--- config.mk ---
export PLATFORM = sky130hd
export DESIGN_NAME = uart_core_cfg
export DESIGN_NICKNAME = d
export VERILOG_FILES = /design/src/rtl/uart_core_cfg.sv
export SDC_FILE = /design/constraint.sdc
export NUM_CORES = 1
export LEC_CHECK = 0
export BUFFER_PORTS_ARGS = -buffer_cell sky130_fd_sc_hd__buf_4
export CORE_MARGIN = 3
export CORE_UTILIZATION = 53
export DETAILED_ROUTE_END_ITERATION = 10
export PLACE_DENSITY_LB_ADDON = 0.2
export SLEW_MARGIN = 10
export SYNTH_ARGS = -nofsm -noshare
export SYNTH_HDL_FRONTEND = slang
export SYNTH_SLANG_ARGS = --single-unit
--- constraint.sdc ---
create_clock -name clk -period 1.6 [get_ports clk]
set_input_delay 0.08 -clock clk [delete_from_list [all_inputs] [get_ports clk]]
set_output_delay 0.08 -clock clk [all_outputs]
set_load 0.05 [all_outputs]
--- src/rtl/uart_core_cfg.sv ---
// Parametrised full-duplex UART: configurable width, parity and stop bits,
// oversampled majority-vote receiver and ready/valid handshakes on both sides.
module uart_core_cfg #(
    parameter int CLK_FREQUENCY = 48000000,
    parameter int BAUD_RATE     = 115200,
    parameter int DATA_BITS     = 8,
    parameter int PARITY        = 0,
    parameter int STOP_BITS     = 1,
    parameter int OVERSAMPLE    = 16
) (
    input  logic                 clk,
    input  logic                 reset,
    input  logic                 tx_vld,
    output logic                 tx_rdy,
    input  logic [DATA_BITS-1:0] tx_data,
    output logic                 tx_uart,
    input  logic                 rx_uart,
    output logic                 rx_valid,
    input  logic                 rx_rdy,
    output logic [DATA_BITS-1:0] rx_data,
    output logic                 rx_frame_err,
    output logic                 rx_parity_err,
    output logic                 rx_overrun
);

    localparam int SAMPLE_RATE = BAUD_RATE * OVERSAMPLE;
    localparam int DIV_ROUND   = (CLK_FREQUENCY + SAMPLE_RATE / 2) / SAMPLE_RATE;
    localparam int BAUD_DIV    = (DIV_ROUND < 1) ? 1 : DIV_ROUND;
    localparam int BIT_CLKS    = BAUD_DIV * OVERSAMPLE;

    localparam int BIT_W = (BIT_CLKS > 1) ? $clog2(BIT_CLKS) : 1;
    localparam int DIV_W = (BAUD_DIV > 1) ? $clog2(BAUD_DIV) : 1;
    localparam int OS_W  = $clog2(OVERSAMPLE);
    localparam int IDX_W = $clog2(DATA_BITS + 1);

    localparam logic [BIT_W-1:0] BIT_LAST  = BIT_W'(BIT_CLKS - 1);
    localparam logic [DIV_W-1:0] DIV_LAST  = DIV_W'(BAUD_DIV - 1);
    localparam logic [OS_W-1:0]  OS_LAST   = OS_W'(OVERSAMPLE - 1);
    localparam logic [OS_W-1:0]  SMP_A     = OS_W'(OVERSAMPLE / 2 - 1);
    localparam logic [OS_W-1:0]  SMP_B     = OS_W'(OVERSAMPLE / 2);
    localparam logic [OS_W-1:0]  SMP_C     = OS_W'(OVERSAMPLE / 2 + 1);
    localparam logic [IDX_W-1:0] DATA_LAST = IDX_W'(DATA_BITS - 1);
    localparam logic [IDX_W-1:0] STOP_LAST = IDX_W'(STOP_BITS - 1);
    localparam logic             HAS_PARITY = (PARITY != 0);
    localparam logic             ODD_PARITY = (PARITY == 1);

    generate
        if (PARITY < 0 || PARITY > 2) begin : g_bad_parity
            $error("uart_core_cfg: PARITY must be 0, 1 or 2");
        end
        if (STOP_BITS != 1 && STOP_BITS != 2) begin : g_bad_stop
            $error("uart_core_cfg: STOP_BITS must be 1 or 2");
        end
        if (OVERSAMPLE % 2 != 0 || OVERSAMPLE < 8) begin : g_bad_os
            $error("uart_core_cfg: OVERSAMPLE must be even and at least 8");
        end
        if (DATA_BITS < 5 || DATA_BITS > 9) begin : g_bad_width
            $error("uart_core_cfg: DATA_BITS must be within 5..9");
        end
    endgenerate

    // ------------------------------------------------------------------
    // Transmitter
    // ------------------------------------------------------------------
    typedef enum logic [2:0] {
        TX_IDLE,
        TX_START,
        TX_DATA,
        TX_PARITY,
        TX_STOP
    } tx_state_t;

    tx_state_t            tx_state;
    tx_state_t            tx_next;
    logic [BIT_W-1:0]     tx_cnt;
    logic [IDX_W-1:0]     tx_idx;
    logic [DATA_BITS-1:0] tx_shift;
    logic                 tx_par;
    logic                 tx_line;
    logic                 tx_bit_end;

    assign tx_bit_end = (tx_cnt == BIT_LAST);
    assign tx_rdy     = (tx_state == TX_IDLE);
    assign tx_uart    = tx_line;

    always_ff @(posedge clk) begin
        if (reset) begin
            tx_state <= TX_IDLE;
        end else begin
            tx_state <= tx_next;
        end
    end

    always_comb begin
        tx_next = tx_state;
        case (tx_state)
            TX_IDLE:   if (tx_vld) tx_next = TX_START;
            TX_START:  if (tx_bit_end) tx_next = TX_DATA;
            TX_DATA: begin
                if (tx_bit_end && tx_idx == DATA_LAST) begin
                    tx_next = HAS_PARITY ? TX_PARITY : TX_STOP;
                end
            end
            TX_PARITY: if (tx_bit_end) tx_next = TX_STOP;
            TX_STOP:   if (tx_bit_end && tx_idx == STOP_LAST) tx_next = TX_IDLE;
            default:   tx_next = TX_IDLE;
        endcase
    end

    // The line is registered and loaded with the upcoming bit at each boundary.
    always_ff @(posedge clk) begin
        if (reset) begin
            tx_cnt   <= '0;
            tx_idx   <= '0;
            tx_shift <= '0;
            tx_par   <= 1'b0;
            tx_line  <= 1'b1;
        end else begin
            case (tx_state)
                TX_IDLE: begin
                    if (tx_vld) begin
                        tx_cnt   <= '0;
                        tx_idx   <= '0;
                        tx_shift <= tx_data;
                        tx_par   <= ODD_PARITY ? ~^tx_data : ^tx_data;
                        tx_line  <= 1'b0;
                    end
                end
                TX_START: begin
                    tx_cnt <= tx_bit_end ? '0 : tx_cnt + 1'b1;
                    if (tx_bit_end) tx_line <= tx_shift[0];
                end
                TX_DATA: begin
                    tx_cnt <= tx_bit_end ? '0 : tx_cnt + 1'b1;
                    if (tx_bit_end) begin
                        tx_shift <= tx_shift >> 1;
                        if (tx_idx == DATA_LAST) begin
                            tx_idx  <= '0;
                            tx_line <= HAS_PARITY ? tx_par : 1'b1;
                        end else begin
                            tx_idx  <= tx_idx + 1'b1;
                            tx_line <= tx_shift[1];
                        end
                    end
                end
                TX_PARITY: begin
                    tx_cnt <= tx_bit_end ? '0 : tx_cnt + 1'b1;
                    if (tx_bit_end) tx_line <= 1'b1;
                end
                TX_STOP: begin
                    tx_cnt <= tx_bit_end ? '0 : tx_cnt + 1'b1;
                    if (tx_bit_end) begin
                        tx_idx  <= tx_idx + 1'b1;
                        tx_line <= 1'b1;
                    end
                end
                default: ;
            endcase
        end
    end

    // ------------------------------------------------------------------
    // Receiver
    // ------------------------------------------------------------------
    typedef enum logic [2:0] {
        RX_IDLE,
        RX_START,
        RX_DATA,
        RX_PARITY,
        RX_STOP
    } rx_state_t;

    rx_state_t            rx_state;
    rx_state_t            rx_next;
    logic                 rx_meta;
    logic                 rx_s;
    logic                 rx_prev;
    logic                 rx_fall;
    logic [DIV_W-1:0]     div_cnt;
    logic [OS_W-1:0]      os_cnt;
    logic                 tick;
    logic                 mid_done;
    logic                 rx_bit_end;
    logic                 smp_a;
    logic                 smp_b;
    logic                 vote;
    logic [IDX_W-1:0]     rx_idx;
    logic [DATA_BITS-1:0] rx_shift;
    logic                 rx_par_bit;
    logic                 stop_eval;
    logic                 good_stop;
    logic                 par_bad;
    logic                 held;
    logic                 new_word;

    always_ff @(posedge clk) begin
        if (reset) begin
            rx_meta <= 1'b1;
            rx_s    <= 1'b1;
            rx_prev <= 1'b1;
        end else begin
            rx_meta <= rx_uart;
            rx_s    <= rx_meta;
            rx_prev <= rx_s;
        end
    end

    assign rx_fall    = rx_prev & ~rx_s;
    assign tick       = (div_cnt == DIV_LAST);
    assign mid_done   = tick && (os_cnt == SMP_C);
    assign rx_bit_end = tick && (os_cnt == OS_LAST);
    assign vote       = (smp_a & smp_b) | (smp_a & rx_s) | (smp_b & rx_s);

    always_ff @(posedge clk) begin
        if (reset) begin
            rx_state <= RX_IDLE;
        end else begin
            rx_state <= rx_next;
        end
    end

    always_comb begin
        rx_next = rx_state;
        case (rx_state)
            RX_IDLE:  if (rx_fall) rx_next = RX_START;
            RX_START: begin
                if (mid_done && vote) begin
                    rx_next = RX_IDLE;
                end else if (rx_bit_end) begin
                    rx_next = RX_DATA;
                end
            end
            RX_DATA: begin
                if (rx_bit_end && rx_idx == DATA_LAST) begin
                    rx_next = HAS_PARITY ? RX_PARITY : RX_STOP;
                end
            end
            RX_PARITY: if (rx_bit_end) rx_next = RX_STOP;
            RX_STOP:   if (mid_done) rx_next = RX_IDLE;
            default:   rx_next = RX_IDLE;
        endcase
    end

    // Counters idle at zero so a start edge always begins a fresh bit period.
    always_ff @(posedge clk) begin
        if (reset) begin
            div_cnt    <= '0;
            os_cnt     <= '0;
            smp_a      <= 1'b1;
            smp_b      <= 1'b1;
            rx_idx     <= '0;
            rx_shift   <= '0;
            rx_par_bit <= 1'b0;
        end else if (rx_state == RX_IDLE) begin
            div_cnt <= '0;
            os_cnt  <= '0;
            rx_idx  <= '0;
        end else begin
            div_cnt <= tick ? '0 : div_cnt + 1'b1;
            if (tick) os_cnt <= (os_cnt == OS_LAST) ? '0 : os_cnt + 1'b1;
            if (tick && os_cnt == SMP_A) smp_a <= rx_s;
            if (tick && os_cnt == SMP_B) smp_b <= rx_s;
            if (rx_state == RX_DATA) begin
                if (mid_done) rx_shift <= {vote, rx_shift[DATA_BITS-1:1]};
                if (rx_bit_end) rx_idx <= rx_idx + 1'b1;
            end
            if (rx_state == RX_PARITY && mid_done) rx_par_bit <= vote;
        end
    end

    assign stop_eval = (rx_state == RX_STOP) && mid_done;
    assign good_stop = stop_eval && vote;
    assign par_bad   = HAS_PARITY && (rx_par_bit != (ODD_PARITY ? ~^rx_shift : ^rx_shift));
    assign held      = rx_valid && !rx_rdy;
    assign new_word  = good_stop && !par_bad && !held;

    // Error priority: framing, then parity, then overrun of a still-held word.
    always_ff @(posedge clk) begin
        if (reset) begin
            rx_valid      <= 1'b0;
            rx_data       <= '0;
            rx_frame_err  <= 1'b0;
            rx_parity_err <= 1'b0;
            rx_overrun    <= 1'b0;
        end else begin
            rx_frame_err  <= stop_eval && !vote;
            rx_parity_err <= good_stop && par_bad;
            rx_overrun    <= good_stop && !par_bad && held;
            if (new_word) begin
                rx_data  <= rx_shift;
                rx_valid <= 1'b1;
            end else if (rx_valid && rx_rdy) begin
                rx_valid <= 1'b0;
            end
        end
    end

endmodule

; Word-level counts from Yosys, hierarchy flattened
; Index checks and enable logic that the tools add are counted.
[word_totals]
out_inout_bits = 14
word_cells = 134
in_bits = 13
regBits = 65
[classes]
reduce_logical = 40
n_addsub = 5
n_bitwise = 8
eq_ne = 29
mux = 33
[op_table]
columns = operator, n
row1 = 2-to-1 mux 3 bit, 11
row2 = one-hot mux 3 bit (5 select lines), 2
row3 = != test 2 bit (second input constant), 11
row4 = 2-to-1 mux 4 bit, 5
row5 = 2-to-1 mux 9 bit, 2
row6 = one-hot mux 9 bit (2 select lines), 1
row7 = 2-to-1 mux 8 bit, 2
row8 = one-hot mux 8 bit (2 select lines), 1
row9 = logical AND 1 bit, 15
row10 = AND reduction 5 bit, 3
row11 = adder 4 x 1 -> 4 bit (second input constant), 3
row12 = == test 3 x 2 -> 1 bit (second input constant), 4
row13 = == test 4 x 3 -> 1 bit (second input constant), 3
row14 = == test 4 bit (second input constant), 3
row15 = one-hot mux 4 bit (3 select lines), 1
row16 = adder 9 x 1 -> 9 bit (second input constant), 1
row17 = == test 9 bit (second input constant), 1
row18 = AND reduction 2 bit, 4
row19 = 2-to-1 mux 1 bit, 7
row20 = == test 3 x 1 -> 1 bit (second input constant), 2
row21 = == test 3 bit (second input constant), 2
row22 = zero test 3 bit, 2
row23 = AND reduction 3 bit, 2
row24 = nonzero test 2 bit, 3
row25 = other kinds (16), 24

; Longest topological paths before layout
[depth]
word_depth = 6
ltp_mapped = 8

; Least setup slack after synthesis
; OpenSTA, ideal clock, no wires.
[synth_timing]
path_kind = register -> register
from = reg tx_state[1]
to = reg tx_cnt[7]
arrival_time_ns = 2.291
n_path_buf = 2
stages_incl_launch_ff = 7
required_time_ns = 1.464
period_less_slack_ns = 2.427
setup_time_ns = 0.136
slack_ns = -0.827
path_cell_list = dfxtp_1 buf_6 buf_6 nor3_1 nor3_1 a32oi_1 o32ai_1
[synth_rtl]
columns = item, line
row1 = from (decl), 73  ; tx_state_t tx_state;
row2 = from (signal assigned), 90  ; tx_state <= tx_next;
row3 = zero test 3 bit *, -
row4 = net tx_rdy, 14  ; output logic tx_rdy,
row5 = != test 2 bit (no source line) or nonzero test 2 bit (tied branches), -
row6 = AND reduction 2 bit (no source line), -
row7 = to (signal assigned), 130  ; tx_cnt <= tx_bit_end ? '0 : tx_cnt + 1'b1;
row8 = to (signal assigned), 134  ; tx_cnt <= tx_bit_end ? '0 : tx_cnt + 1'b1;
row9 = to (signal assigned), 147  ; tx_cnt <= tx_bit_end ? '0 : tx_cnt + 1'b1;
row10 = to (decl), 75  ; logic [BIT_W-1:0] tx_cnt;
; The timed path passes the listed nets; every way through them passes the cells marked *.
; A chain may end at the register's enable or synchronous reset.

; Worst setup path in the final report
[layout_timing]
from = reg tx_cnt[0]
to = reg tx_idx[3]
[layout_between]
elab_chain_cells = 3
[layout_lines]
columns = item, line
row1 = == test 9 bit *, 82  ; assign tx_bit_end = (tx_cnt == BIT_LAST);
row2 = != test 2 bit (no source line), -
row3 = AND reduction 4 bit (no source line) *, -
row4 = to (signal assigned), 141  ; tx_idx <= tx_idx + 1'b1;
row5 = to (signal assigned), 153  ; tx_idx <= tx_idx + 1'b1;
row6 = to (decl), 76  ; logic [IDX_W-1:0] tx_idx;
; Every way passes the cells marked *; elsewhere a longest branch is shown, timed or not.

==> flow_metrics.env <==
export IMPL_skew_ns=0.01399
export IMPL_numCtsBuffers=9
export IMPL_startpoint="tx_cnt[0]"
export IMPL_timing_rr_end="tx_idx[3]"
export IMPL_crit_slowest_cell="dfxtp_2"
export IMPL_yosysSeqAreaShare_pct=40.23
export IMPL_final_max_slew_violation_count=0
export IMPL_diodes=0
export IMPL_wl_per_cell_um=14.90
export IMPL_io_pins=27
export IMPL_drt_iter0_markers=134
export IMPL_maxCapViolations=0
export IMPL_core_area_mm2=0.005709
export IMPL_finalNetCount=444
export IMPL_finalNonFillerCells=499
export IMPL_cts_tree="built"
export IMPL_synth_most_common_cell="dfxtp_1"
export IMPL_grt_pass1_wl_um=12270
export IMPL_rrSetupSlack_ns=0.02
export IMPL_post_dp_cell_area_mm2=0.003759
export IMPL_synth_common_cells="dfxtp_1 (65), nor2_1 (34), a21oi_1 (31)"
export IMPL_dr_total_vias=2908
export IMPL_final_area_mm2=0.004119
export IMPL_synth_main_ff_cell="dfxtp_1"
export IMPL_ant_nets=0
export IMPL_rsz0062_at_grt="true"
export IMPL_setup_viol_count_final=0
export IMPL_yosys_warnings=0
export IMPL_clock_root_buffer="clkbuf_8"
export IMPL_synth_top_cell_area_share_pct=40.23
export IMPL_rows=27
export IMPL_path_max_fanout=4
export IMPL_min_path_type="in -> reg"
export IMPL_leakage_nw=1.537
export IMPL_grt_max_degree=31
export IMPL_grtUsageTotal_pct=20.97
export IMPL_drc=0
export IMPL_crit_path_start_kind="register"
export IMPL_cp_slowest_stage_delay_ns=0.36
export IMPL_synth_area_mm2=0.003234
export IMPL_ys_types=68
export IMPL_htree_levels=3
export IMPL_wirelength_um=7436
export IMPL_area_growth_pct=27.35
export IMPL_hold_violations=0
export IMPL_arrival_ns=1.83
export IMPL_via_per_inst=5.828
export IMPL_clk_latency_ns=0.35
export IMPL_grt_pass1_vias=2723
export IMPL_fin_crit_sh_pct=98.70
export IMPL_synth_area_leaders="dfxtp_1 (40%), mux2i_1 (5.3%), a21oi_1 (4.8%)"
export IMPL_outcome="complete, no violations"
export IMPL_synth_edf_count=0
export IMPL_die_w_um=84.12
export IMPL_path_class="reg -> reg"
export IMPL_gp_congestion=0.8625
export IMPL_min_path_cells=2
export IMPL_fmax_mhz=633.2
export IMPL_clock_sinks=65
export IMPL_start_util_pct=56.65
export IMPL_grt_remaining_overflow=0
export IMPL_dp_hpwl_um=4945
export IMPL_drive_gt1_share_pct=30.68
export IMPL_path_cells="ha_4 -> nand4_1 -> buf_4 -> a2111oi_4 -> o21ai_1 -> a32o_1"
export IMPL_io_buffer_count=25
export IMPL_avgSynthCellArea_um2=8.984
export IMPL_crit_path_end_kind="register"
export IMPL_hold_path_startpoint="reset"
export IMPL_syn_nets=382
export IMPL_async_flop_share_pct=0
export IMPL_worstHoldEndpoint="tx_state[2]"
export IMPL_clkTransAtPathRegs_ns=0.08
export IMPL_ir_drop_v=0.0006168
export IMPL_antenna_found_initial=0
export IMPL_syn_instance_count=360
export IMPL_fp_dieH_um=84.12
export IMPL_cts_buffer_depth=2
export IMPL_power_density_mw_per_mm2=837.5
export IMPL_timing_final_crit_period_ns=1.579
export IMPL_required_ns=1.85
export IMPL_firstDrtPassIters=5
export IMPL_ys_seq_elements=65
export IMPL_yosysTopAreaCell="dfxtp_1"
export IMPL_dieArea_mm2=0.007076
export IMPL_rr_worst_depth=6
export IMPL_r2r_start="tx_cnt[0]"
export IMPL_placed_cells=478
[placed cells by master, fill, tap and decap left out, drive strengths merged, types with 4 or more instances in the layout]
| master | netlist | final |
|---|---|---|
| a311oi | 8 | 8 |
| nor3 | 10 | 10 |
| nand2b | 4 | 4 |
| nand2 | 22 | 22 |
| o21ai | 16 | 16 |
| inv | 11 | 15 |
| nor3b | 4 | 4 |
| xor2 | 6 | 6 |
| or3 | 4 | 4 |
| ha | 9 | 9 |
| nand4 | 15 | 15 |
| nand3 | 11 | 11 |
| nor2b | 4 | 4 |
| buf | 13 | 74 |
| nor2 | 35 | 35 |
| and4 | 4 | 4 |
| a21oi | 31 | 31 |
| clkbuf | 12 | 9 |
| nor4 | 4 | 4 |
| xnor2 | 7 | 7 |
| mux2i | 17 | 17 |
| dfxtp | 65 | 65 |
[sequential cells by signal, indices dropped and copies added, names as in the netlist, 3 cells and up]
name	flops
div_cnt	5
os_cnt	4
rx_data	8
rx_idx	4
rx_shift	8
rx_state	3
tx_cnt	9
tx_idx	4
tx_shift	8
tx_state	3
[per-layer routing]
layer	part of all wire, %	wire length, µm	global-route usage (%)	vias to the layer above
met5	0	0	0	-
met4	1.3	99	8.041	0
met3	4.0	301	6.022	13
met2	49	3672	33.57	68
met1	45	3361	26.71	1387
li1	-	-	-	1440
[worst max-delay path: cells and delay by family (launching register included)]
family | cells | cell delay, ns
AND/OR/NAND/NOR | 1 | 0.12
buffers and inverters | 1 | 0.18
adder cells (fa/ha/maj) | 1 | 0.15
AO/OA/AOI/OAI | 3 | 0.67
flip-flops | 1 | 0.36
[worst max-delay path by stage]
| stage | endpoint | slack (ns) | cells after the start |
|---|---|---|---|
| after global placement | tx_idx[2] | -0.10 | 6 |
| after detailed placement | tx_idx[2] | -0.14 | 6 |
| after floorplan | tx_cnt[7] | -0.01 | 6 |
| after CTS | tx_idx[2] | 0.008 | 6 |
| final | tx_idx[3] | 0.02 | 6 |
| after global routing | tx_idx[1] | -0.09 | 7 |
[what timing repair did]
item,4_1_cts,5_1_grt
gates resized for setup,12,21
endpoints found under the setup margin,30,37
hold buffers,2,0
pin swaps,3,9
setup buffers,1,3
endpoints found under the hold margin,2,0
[cells by family (layout without fill, tap and decap cells)]
kind of cell             after synthesis  count (layout)  share of synthesized area [%]
other                                  1               1                         0.1159
flip-flops                            65              65                          40.23
buffers and inverters                 36             103                          5.609
multiplexers                          17              17                          5.261
AO/OA/AOI/OAI                         82              82                          17.45
adder cells (fa/ha/maj)               10              10                          3.791
AND/OR/NAND/NOR                      136             136                          24.02
XOR/XNOR                              13              13                          3.520
[power breakdown]
part / internal (W) / leakage [nW] / switching [W]
Sequential: 0.00165 / 0.531 / 0.0000263
Clock: 0.000749 / 0.103 / 0.000731
Combinational: 0.000135 / 0.903 / 0.000160
Total: 0.00253 / 1.54 / 0.000917
[per-stage QoR]
stage | setup slack, ns | hold WS [ns] | TNS, ns | util (%) | power (W)
floorplan | -0.01067 | 0.1838 | -0.01067 | - | 0.001882
global placement | -0.1026 | 0.2670 | -0.3394 | 65.83 | 0.001980
detailed placement | -0.1449 | 0.2776 | -1.407 | 65.83 | 0.001986
CTS | 0.008088 | 0.03016 | 0 | 70.59 | 0.003463
global route | -0.08504 | 0.04438 | -0.1839 | 72.15 | 0.003587
finish | 0.02084 | 0.04604 | 0 | 72.15 | 0.003450
[layout make-up]
class	count	area [µm²]
multi-input combinational	259	1867
fill	423	1590
sequential	65	1313
timing repair buffer	76	600.6
clock buffer	9	123.9
tap	72	90.09
clock inverter	7	83.83
inverter	11	41.29
Note: power is estimated with default switching activity, not from simulation.
